===== config.mk =====
export PLATFORM = sky130hd
export DESIGN_NAME = dm_access
export DESIGN_NICKNAME = d
export VERILOG_FILES = /design/src/rtl/dm_access_pkg.sv /design/src/rtl/dm_access_load_ext.sv /design/src/rtl/dm_access.sv
export SDC_FILE = /design/constraint.sdc
export NUM_CORES = 1
export LEC_CHECK = 0
export BUFFER_PORTS_ARGS = -buffer_cell sky130_fd_sc_hd__buf_2
export CAP_MARGIN = 25
export CELL_PAD_IN_SITES_DETAIL_PLACEMENT = 0
export CELL_PAD_IN_SITES_GLOBAL_PLACEMENT = 1
export CORE_AREA = 10 10 127 129
export CTS_CLUSTER_SIZE = 20
export DETAILED_ROUTE_END_ITERATION = 10
export DIE_AREA = 0 0 137 139
export PLACE_DENSITY = 0.68
export SYNTH_ARGS = -nofsm -noshare
export SYNTH_HDL_FRONTEND = slang
export SYNTH_HIERARCHICAL = 1
export SYNTH_SLANG_ARGS = --single-unit

===== constraint.sdc =====
create_clock -name clk -period 4.1 [get_ports clk]
set_input_delay 0.82 -clock clk [delete_from_list [all_inputs] [get_ports clk]]
set_output_delay 0.82 -clock clk [all_outputs]
set_load 0.05 [all_outputs]

===== src/rtl/dm_access_pkg.sv =====
// dm_access_pkg: shared definitions for the M-stage data-memory bridge.
//   - dm_op_e      : load/store op codes (raw 4-bit codes 9..15 decode to DM_NONE)
//   - decode_op    : raw m_op -> dm_op_e
//   - is_load      : op reads memory into W
//   - is_store     : op writes memory
//   - is_misaligned: address not naturally aligned for the op's access size
//   - BE_*         : byte-enable patterns, lane 0 = bits 7:0
package dm_access_pkg;

  typedef enum logic [3:0] {
    DM_NONE = 4'd0,
    DM_LW   = 4'd1,
    DM_LH   = 4'd2,
    DM_LHU  = 4'd3,
    DM_LB   = 4'd4,
    DM_LBU  = 4'd5,
    DM_SW   = 4'd6,
    DM_SH   = 4'd7,
    DM_SB   = 4'd8
  } dm_op_e;

  localparam logic [3:0] BE_NONE    = 4'b0000;
  localparam logic [3:0] BE_WORD    = 4'b1111;
  localparam logic [3:0] BE_HALF_LO = 4'b0011;
  localparam logic [3:0] BE_HALF_HI = 4'b1100;
  localparam logic [3:0] BE_BYTE0   = 4'b0001;

  function automatic dm_op_e decode_op(input logic [3:0] raw);
    return (raw > 4'd8) ? DM_NONE : dm_op_e'(raw);
  endfunction

  function automatic logic is_load(input dm_op_e op);
    return (op == DM_LW) || (op == DM_LH) || (op == DM_LHU) ||
           (op == DM_LB) || (op == DM_LBU);
  endfunction

  function automatic logic is_store(input dm_op_e op);
    return (op == DM_SW) || (op == DM_SH) || (op == DM_SB);
  endfunction

  function automatic logic is_misaligned(input dm_op_e op, input logic [1:0] lo);
    logic word_op;
    logic half_op;
    word_op = (op == DM_LW) || (op == DM_SW);
    half_op = (op == DM_LH) || (op == DM_LHU) || (op == DM_SH);
    return (word_op && (lo != 2'b00)) || (half_op && lo[0]);
  endfunction

endpackage


===== src/rtl/dm_access_load_ext.sv =====
// load_ext: combinational load-data extraction.
// Selects the half/byte lane addressed by addr[1:0] out of the memory word and
// sign- or zero-extends it to 32 bits. Word loads pass the whole word; any
// non-load op yields 0. Half selection looks only at addr[1].
//   op   in  4  : load op code (dm_op_e encoding)
//   addr in  2  : byte offset within the word
//   word in  32 : memory read word
//   data out 32 : extended load result
module load_ext
  import dm_access_pkg::*;
(
  input  logic [3:0]  op,
  input  logic [1:0]  addr,
  input  logic [31:0] word,
  output logic [31:0] data
);

  logic [15:0] half;
  logic [7:0]  byte_sel;

  always_comb begin
    half = addr[1] ? word[31:16] : word[15:0];
    case (addr)
      2'd0:    byte_sel = word[7:0];
      2'd1:    byte_sel = word[15:8];
      2'd2:    byte_sel = word[23:16];
      default: byte_sel = word[31:24];
    endcase
  end

  always_comb begin
    data = '0;
    case (decode_op(op))
      DM_LW:   data = word;
      DM_LH:   data = {{16{half[15]}}, half};
      DM_LHU:  data = {16'h0000, half};
      DM_LB:   data = {{24{byte_sel[7]}}, byte_sel};
      DM_LBU:  data = {24'h000000, byte_sel};
      default: data = '0;
    endcase
  end

endmodule


===== src/rtl/dm_access.sv =====
// dm_access: memory-stage data-memory bridge for the pipelined MIPS core.
// Store path (combinational from M): word-aligned address, byte enables and
// lane-replicated store data. Load path: {op, addr[1:0]} registered into W,
// then lane-selected and extended from dm_rdata one cycle later. A hold
// buffer keeps the W load result stable while stalled.
// Optional feature macro: DM_MISALIGN_CHECK_EN (misaligned access detection;
// flagged stores are suppressed and flagged loads become NONE).
//   clk       in  1  : rising-edge clock
//   reset     in  1  : synchronous, active-high
//   stall     in  1  : freeze W state, suppress memory write
//   m_op      in  4  : M-stage op code
//   m_addr    in  32 : byte address
//   m_wdata   in  32 : store source value
//   dm_addr   out 32 : word-aligned memory address
//   dm_byteen out 4  : per-lane write enable
//   dm_wdata  out 32 : lane-replicated store data
//   dm_rdata  in  32 : memory read word (valid one cycle after address)
//   w_rdata   out 32 : extended load result
//   w_valid   out 1  : load result present in W
//   misalign  out 1  : misaligned access flag
module dm_access
  import dm_access_pkg::*;
(
  input  logic        clk,
  input  logic        reset,
  input  logic        stall,
  input  logic [3:0]  m_op,
  input  logic [31:0] m_addr,
  input  logic [31:0] m_wdata,
  output logic [31:0] dm_addr,
  output logic [3:0]  dm_byteen,
  output logic [31:0] dm_wdata,
  input  logic [31:0] dm_rdata,
  output logic [31:0] w_rdata,
  output logic        w_valid,
  output logic        misalign
);

  dm_op_e      mop;
  logic        mis;
  logic [3:0]  be;

  dm_op_e      w_op;
  logic [1:0]  w_lo;
  logic        hold_flag;
  logic [31:0] hold_reg;
  logic [31:0] ext_data;

  assign mop = decode_op(m_op);

`ifdef DM_MISALIGN_CHECK_EN
  assign mis = is_misaligned(mop, m_addr[1:0]);
`else
  assign mis = 1'b0;
`endif

  assign misalign = mis;
  assign dm_addr  = {m_addr[31:2], 2'b00};

  always_comb begin
    be       = BE_NONE;
    dm_wdata = m_wdata;
    case (mop)
      DM_SW: be = BE_WORD;
      DM_SH: begin
        be       = m_addr[1] ? BE_HALF_HI : BE_HALF_LO;
        dm_wdata = {2{m_wdata[15:0]}};
      end
      DM_SB: begin
        be       = BE_BYTE0 << m_addr[1:0];
        dm_wdata = {4{m_wdata[7:0]}};
      end
      default: be = BE_NONE;
    endcase
    dm_byteen = (stall || reset || mis) ? BE_NONE : be;
  end

  // Single extractor instance feeds both the live output and hold capture,
  // so the held value is exactly what W was showing on the capture edge.
  load_ext u_load_ext (
    .op   (w_op),
    .addr (w_lo),
    .word (dm_rdata),
    .data (ext_data)
  );

  always_ff @(posedge clk) begin
    if (reset) begin
      w_op      <= DM_NONE;
      w_lo      <= 2'b00;
      hold_flag <= 1'b0;
      hold_reg  <= '0;
    end else if (!stall) begin
      w_op      <= (is_load(mop) && !mis) ? mop : DM_NONE;
      w_lo      <= m_addr[1:0];
      hold_flag <= 1'b0;
    end else if (!hold_flag) begin
      hold_reg  <= ext_data;
      hold_flag <= 1'b1;
    end
  end

  assign w_rdata = hold_flag ? hold_reg : ext_data;
  assign w_valid = is_load(w_op);

endmodule


==> impl_metrics.tcl, run 1 <==
set metrics [dict create \
    status "complete, no violations" \
    hold_path_class "reg2reg" \
    core_um2 13700 \
    clkSinkCount 39 \
    hold_violations 0 \
    wl_per_cell_um 18.7 \
    synth-simple-area-share_pct 17.2 \
    setup_violations 0 \
    dieHeight_um 139 \
    grt_pass1_wl_mm 17.6 \
    yosysWarnings 6 \
    drcViolationCount 0 \
    tns_ns 0 \
    start_util_pct 24.4 \
    cts.clk_slew.worst_paths_ns 0.06 \
    grt_overflow 0 \
    area_delta_synth_final_pct 20.9 \
    pwr-share-comb_pct 30.7 \
    cts-buffers-inserted 5 \
    fillCellCount 1481 \
    ir_drop_v 0.000152 \
    synth_ff_type "dfxtp_1" \
    synth-async-reset-ratio_pct 0 \
    synth.yosys.seq_area_share_pct 23.4 \
    firstDrtPassIters 4 \
    sw_frac_of_total_pct 34.2 \
    syn_area_um2 3340 \
    synth_top_family_by_area "multiplexers" \
    synth-edff-count 0 \
    die_area_um2 19000 \
    dieWidth_um 137 \
    p_clk_share_pct 37.3 \
    fin_crit_ns 3.57 \
    grt_max_degree 42 \
    netlist_instances 349 \
    post_cts_buffers 0 \
    cts-root-buf "clkbuf_16" \
    rsz0062_at_grt "false" \
    largest_register_ffs 32 \
    yosys.area_share.xor_xnor_pct 0 \
    ctsResizeCount 0 \
    via_per_inst 4.75 \
    r2r-start "w_lo[0]" \
    endpoint_kind "output port" \
    hold_end "hold_reg[14]" \
    drive_above_1_share_pct 47.6 \
    final_common_cell "buf_2" \
    detail-route-antenna-nets 0 \
    cp_max_fo 16 \
    internal_power_mw 0.816 \
    whs_ns 0.489 \
    r2r_end "hold_reg[11]" \
    p_seq_share_pct 32.0 \
    finalNonFillerCells 622 \
    dp.cells 613 \
    tritoncts "done" \
    skew_ns 0.00490 \
    grt_usage_pct 11.5 \
    r2r.worst_path.cells 6 \
    wirelength_mm 11.7 \
    drv_slew 0 \
    port_buffers 141 \
    cts_max_level 2 \
    antenna_found_initial 1 \
    required_ns 3.28 \
    worstSkewPairLatency_ns 0.29 \
    hp-start "hold_reg[14]" \
    gp_congestion 0.898 \
    postLayoutCoreUtil_pct 29.5 \
    fp-row-count 43 \
    maxCapViolCount 0 \
    cts_hold_buf 0 \
    power.density_nw_per_um2 307 \
    mostFrequentLayoutCells "buf_2 (141), nor2_1 (41), mux2_2 (40)" \
    critical_path.startpoint_type "flip-flop" \
    leakage_nw 2.02 \
    synth_compound_area_share_pct 11.3 \
    worstHoldPathCells 2 \
    fmax_ghz 0.280 \
    hpwlAfterDp_mm 9.38 \
    power.switching_mw 0.424 \
    nets 543 \
    path_class "reg2out" \
    synth.distinct_cells 43 \
    clock_path_buffers 2 \
    critPathArrivalTime_ns 2.75 \
    drt-initial-drc-count 98 \
    grt_pass1_vias 3096 \
    synth-adder-area-share_pct 0 \
    synthMuxAreaShare_pct 33.5 \
    worstMarginPinSlew_ns 0.902 \
    synth-seq-cells 39 \
    relSlewSlack_pct 39.6 \
    via_count 2953 \
    timing.final.crit_share_pct 87.0 \
    avgSynthCellArea_um2 9.56 \
    pin_count 205 \
    r2r_setup_slack_ns 1.58 \
]
[worst max-delay path by stage]
stage            startpoint      endpoint  cells past startpoint
3_3_place_gp   dm_rdata[15]   w_rdata[31]                      6
2_1_floorplan       m_op[0]  dm_byteen[0]                      3
4_1_cts             w_op[2]   w_rdata[31]                      5
5_1_grt             w_op[2]   w_rdata[31]                      5
6_report            w_op[2]   w_rdata[31]                      5
3_5_place_dp   dm_rdata[23]   w_rdata[11]                      6
[metal layers]
metal	global-route usage, %	part of all wire (%)	vias to the layer above
li1	-	-	1406
met1	12.2	38	1395
met2	20.5	49	127
met3	4.09	11	25
met4	3.50	2.0	0
met5	0	0	-
[area by class of cell]
class / count / area [µm²] / share of cell area, %
Multi-Input combinational cell: 244 / 2080 / 51.5
Tap cell: 180 / 225 / 5.58
Antenna cell: 1 / 2.50 / 0.0620
Sequential cell: 39 / 781 / 19.3
Timing Repair Buffer: 149 / 769 / 19.1
Inverter: 1 / 3.75 / 0.0930
Clock buffer: 6 / 139 / 3.44
Clock inverter: 2 / 35.0 / 0.868
[kinds of logic after synthesis]
family / Yosys count
AND/OR/NAND/NOR: 106
multiplexers: 92
buffers and inverters: 68
AO/OA/AOI/OAI: 43
flip-flops: 39
other: 1
[cells in the mapped netlist (2+ instances only)]
library cell	instances	share of area, %
buf_4	42	9.4
buf_2	8	1.2
mux2_1	8	2.7
clkbuf_8	3	1.2
and2_1	8	1.5
a22o_1	8	2.1
nand3_1	17	2.5
nand2b_1	2	0.37
mux2_4	2	0.90
a221o_1	16	4.8
nand2_1	19	2.1
nor4b_4	2	1.4
dfxtp_1	39	23
mux2i_1	34	10
mux4_1	7	5.5
buf_6	4	1.3
nor4b_1	2	0.53
nor2b_1	2	0.37
clkbuf_1	9	1.0
nor3_1	2	0.30
mux2_2	40	13
a21oi_1	5	0.75
a21o_1	8	1.8
nor2_1	41	4.6
and4b_1	2	0.60
a2111oi_2	2	0.90
[power by group through the flow]
stage               Sequential (mW)  Combinational [mW]  Clock [mW]
finish                        0.396               0.380       0.463
CTS                           0.396               0.385       0.472
global route                  0.398               0.404       0.490
global placement              0.404               0.380           0
detailed placement            0.405               0.384           0
floorplan                     0.400               0.362           0
[worst max-delay path, stage by stage (launching register included)]
cell	delay, ns
dfxtp_1	0.58
nor3b_2	0.56
nand3_1	0.60
nand3_1	0.24
mux2_1	0.18
buf_2	0.29
[per-stage QoR]
stage                     power (mW)  cell area, µm²  setup slack [ns]
after floorplan                0.762            3340             0.646
after global placement         0.784            3850             0.720
after detailed placement       0.788            3860             0.746
after CTS                       1.25            4030             0.538
after global routing            1.29            4030             0.334
final                           1.24            4040             0.534
Note: power is estimated with default switching activity, not from simulation.
==> inputs of run 2 (changes only) <==
- PLACE_DENSITY: 0.68 -> not set
- PLACE_DENSITY_LB_ADDON: not set -> 0.1
- RECOVER_POWER: not set -> 25
==> impl_metrics.tcl, run 2 (synthesis gave the netlist of run 1 again) <==
set metrics [dict create \
    postLayoutCoreUtil_pct 29.2 \
    antenna_found_initial 0 \
    via_per_inst 4.74 \
    ir_drop_v 0.000116 \
    finalNonFillerCells 620 \
    place_ws_ns 0.734 \
    ctsResizeCount 0 \
    fmax_ghz 0.281 \
    worstMarginPinSlew_ns 2.92 \
    power.density_nw_per_um2 287 \
    wirelength_mm 11.8 \
    firstDrtPassIters 8 \
    status "finished, violations left" \
    pin_count 205 \
    fin_crit_ns 3.55 \
    whs_ns 0.487 \
    grt_pass1_wl_mm 17.6 \
    grt_overflow 0 \
    drive_above_1_share_pct 46.8 \
    grt_usage_pct 11.7 \
    fillCellCount 1503 \
    required_ns 3.28 \
    violations "capacitance limit, slew limit" \
    path_class "reg2out" \
    cts_max_level 2 \
    mostFrequentLayoutCells "buf_2 (140), nor2_1 (41), mux2_2 (40)" \
    total_power_mw 1.15 \
    timing.final.crit_share_pct 86.7 \
    via_count 2937 \
    die_area_um2 19000 \
    wl_per_cell_um 19.0 \
    area_delta_synth_final_pct 19.5 \
    critPathArrivalTime_ns 2.73 \
    largest_register_ffs 32 \
    drv_slew 42 \
    core_um2 13700 \
    clock_path_buffers 2 \
    port_buffers 141 \
    rsz0062_at_grt "false" \
    clkSinkCount 39 \
    endpoint_kind "output port" \
    n_antenna_cell 0 \
    fp-row-count 43 \
    hold_path_class "reg2reg" \
    maxCapViolCount 1 \
    dp.cells 614 \
    hpwlAfterDp_mm 9.23 \
    gp_congestion 0.795 \
    skew_ns 0.00732 \
    dieWidth_um 137 \
    grt_pass1_vias 2933 \
    detail-route-antenna-nets 0 \
    drcViolationCount 0 \
    placement.cell_area_um2 3860 \
    post_cts_buffers 0 \
    drt-initial-drc-count 205 \
    tritoncts "done" \
    cts_hold_buf 0 \
    cp_max_fo 11 \
    finalInstanceArea_um2 3990 \
    leakage_nw 2.00 \
    dieHeight_um 139 \
    worstSkewPairLatency_ns 0.28 \
    cts.clk_slew.worst_paths_ns 0.06 \
    grt_max_degree 42 \
    nets 544 \
    hold_violations 0 \
    critical_path.startpoint_type "flip-flop" \
    tns_ns 0 \
    setup_violations 0 \
    start_util_pct 24.4 \
    relSlewSlack_pct -94.5 \
    setup_slack_ns 0.547 \
    cts-root-buf "clkbuf_16" \
    cts-buffers-inserted 5 \
    final_common_cell "buf_2" \
]
[run 2: critical path, cell delays in order, from the launching register on]
cell and delay, ns:
dfxtp_1 0.71, mux4_2 0.59, and4b_1 0.32, a221o_1 0.31, mux2_1 0.30, buf_2 0.22
[run 2: worst paths after layout]
path,cells after the start,slack (ns),start,end
worst max-delay path,5,0.55,w_lo[0],w_rdata[13]
worst min-delay path,2,0.49,hold_reg[21],hold_reg[21]
worst max register to register,6,1.53,w_lo[0],hold_reg[13]
worst min register to register,2,0.49,hold_reg[21],hold_reg[21]
[run 2: power by group]
part | total, mW | internal [mW] | switching [mW]
logic | 0.379 | 0.128 | 0.251
registers | 0.401 | 0.388 | 0.0135
clock network | 0.366 | 0.219 | 0.147
[run 2: per-layer routing]
metal,global-route usage (%),part of all wire [%],up-vias
li1,-,-,1410
met3,3.95,11,16
met5,0,0,-
met1,14.1,42,1360
met4,3.72,1.6,0
met2,19.1,46,151
[run 2: cell type report]
class,count,area [µm²],area share (%)
multi-input cells,244,2080,52.2
repair buffers,150,768,19.3
clock buffers,6,129,3.23
flip-flops and latches,39,781,19.6
inverters,1,3.75,0.0942
well taps,180,225,5.65
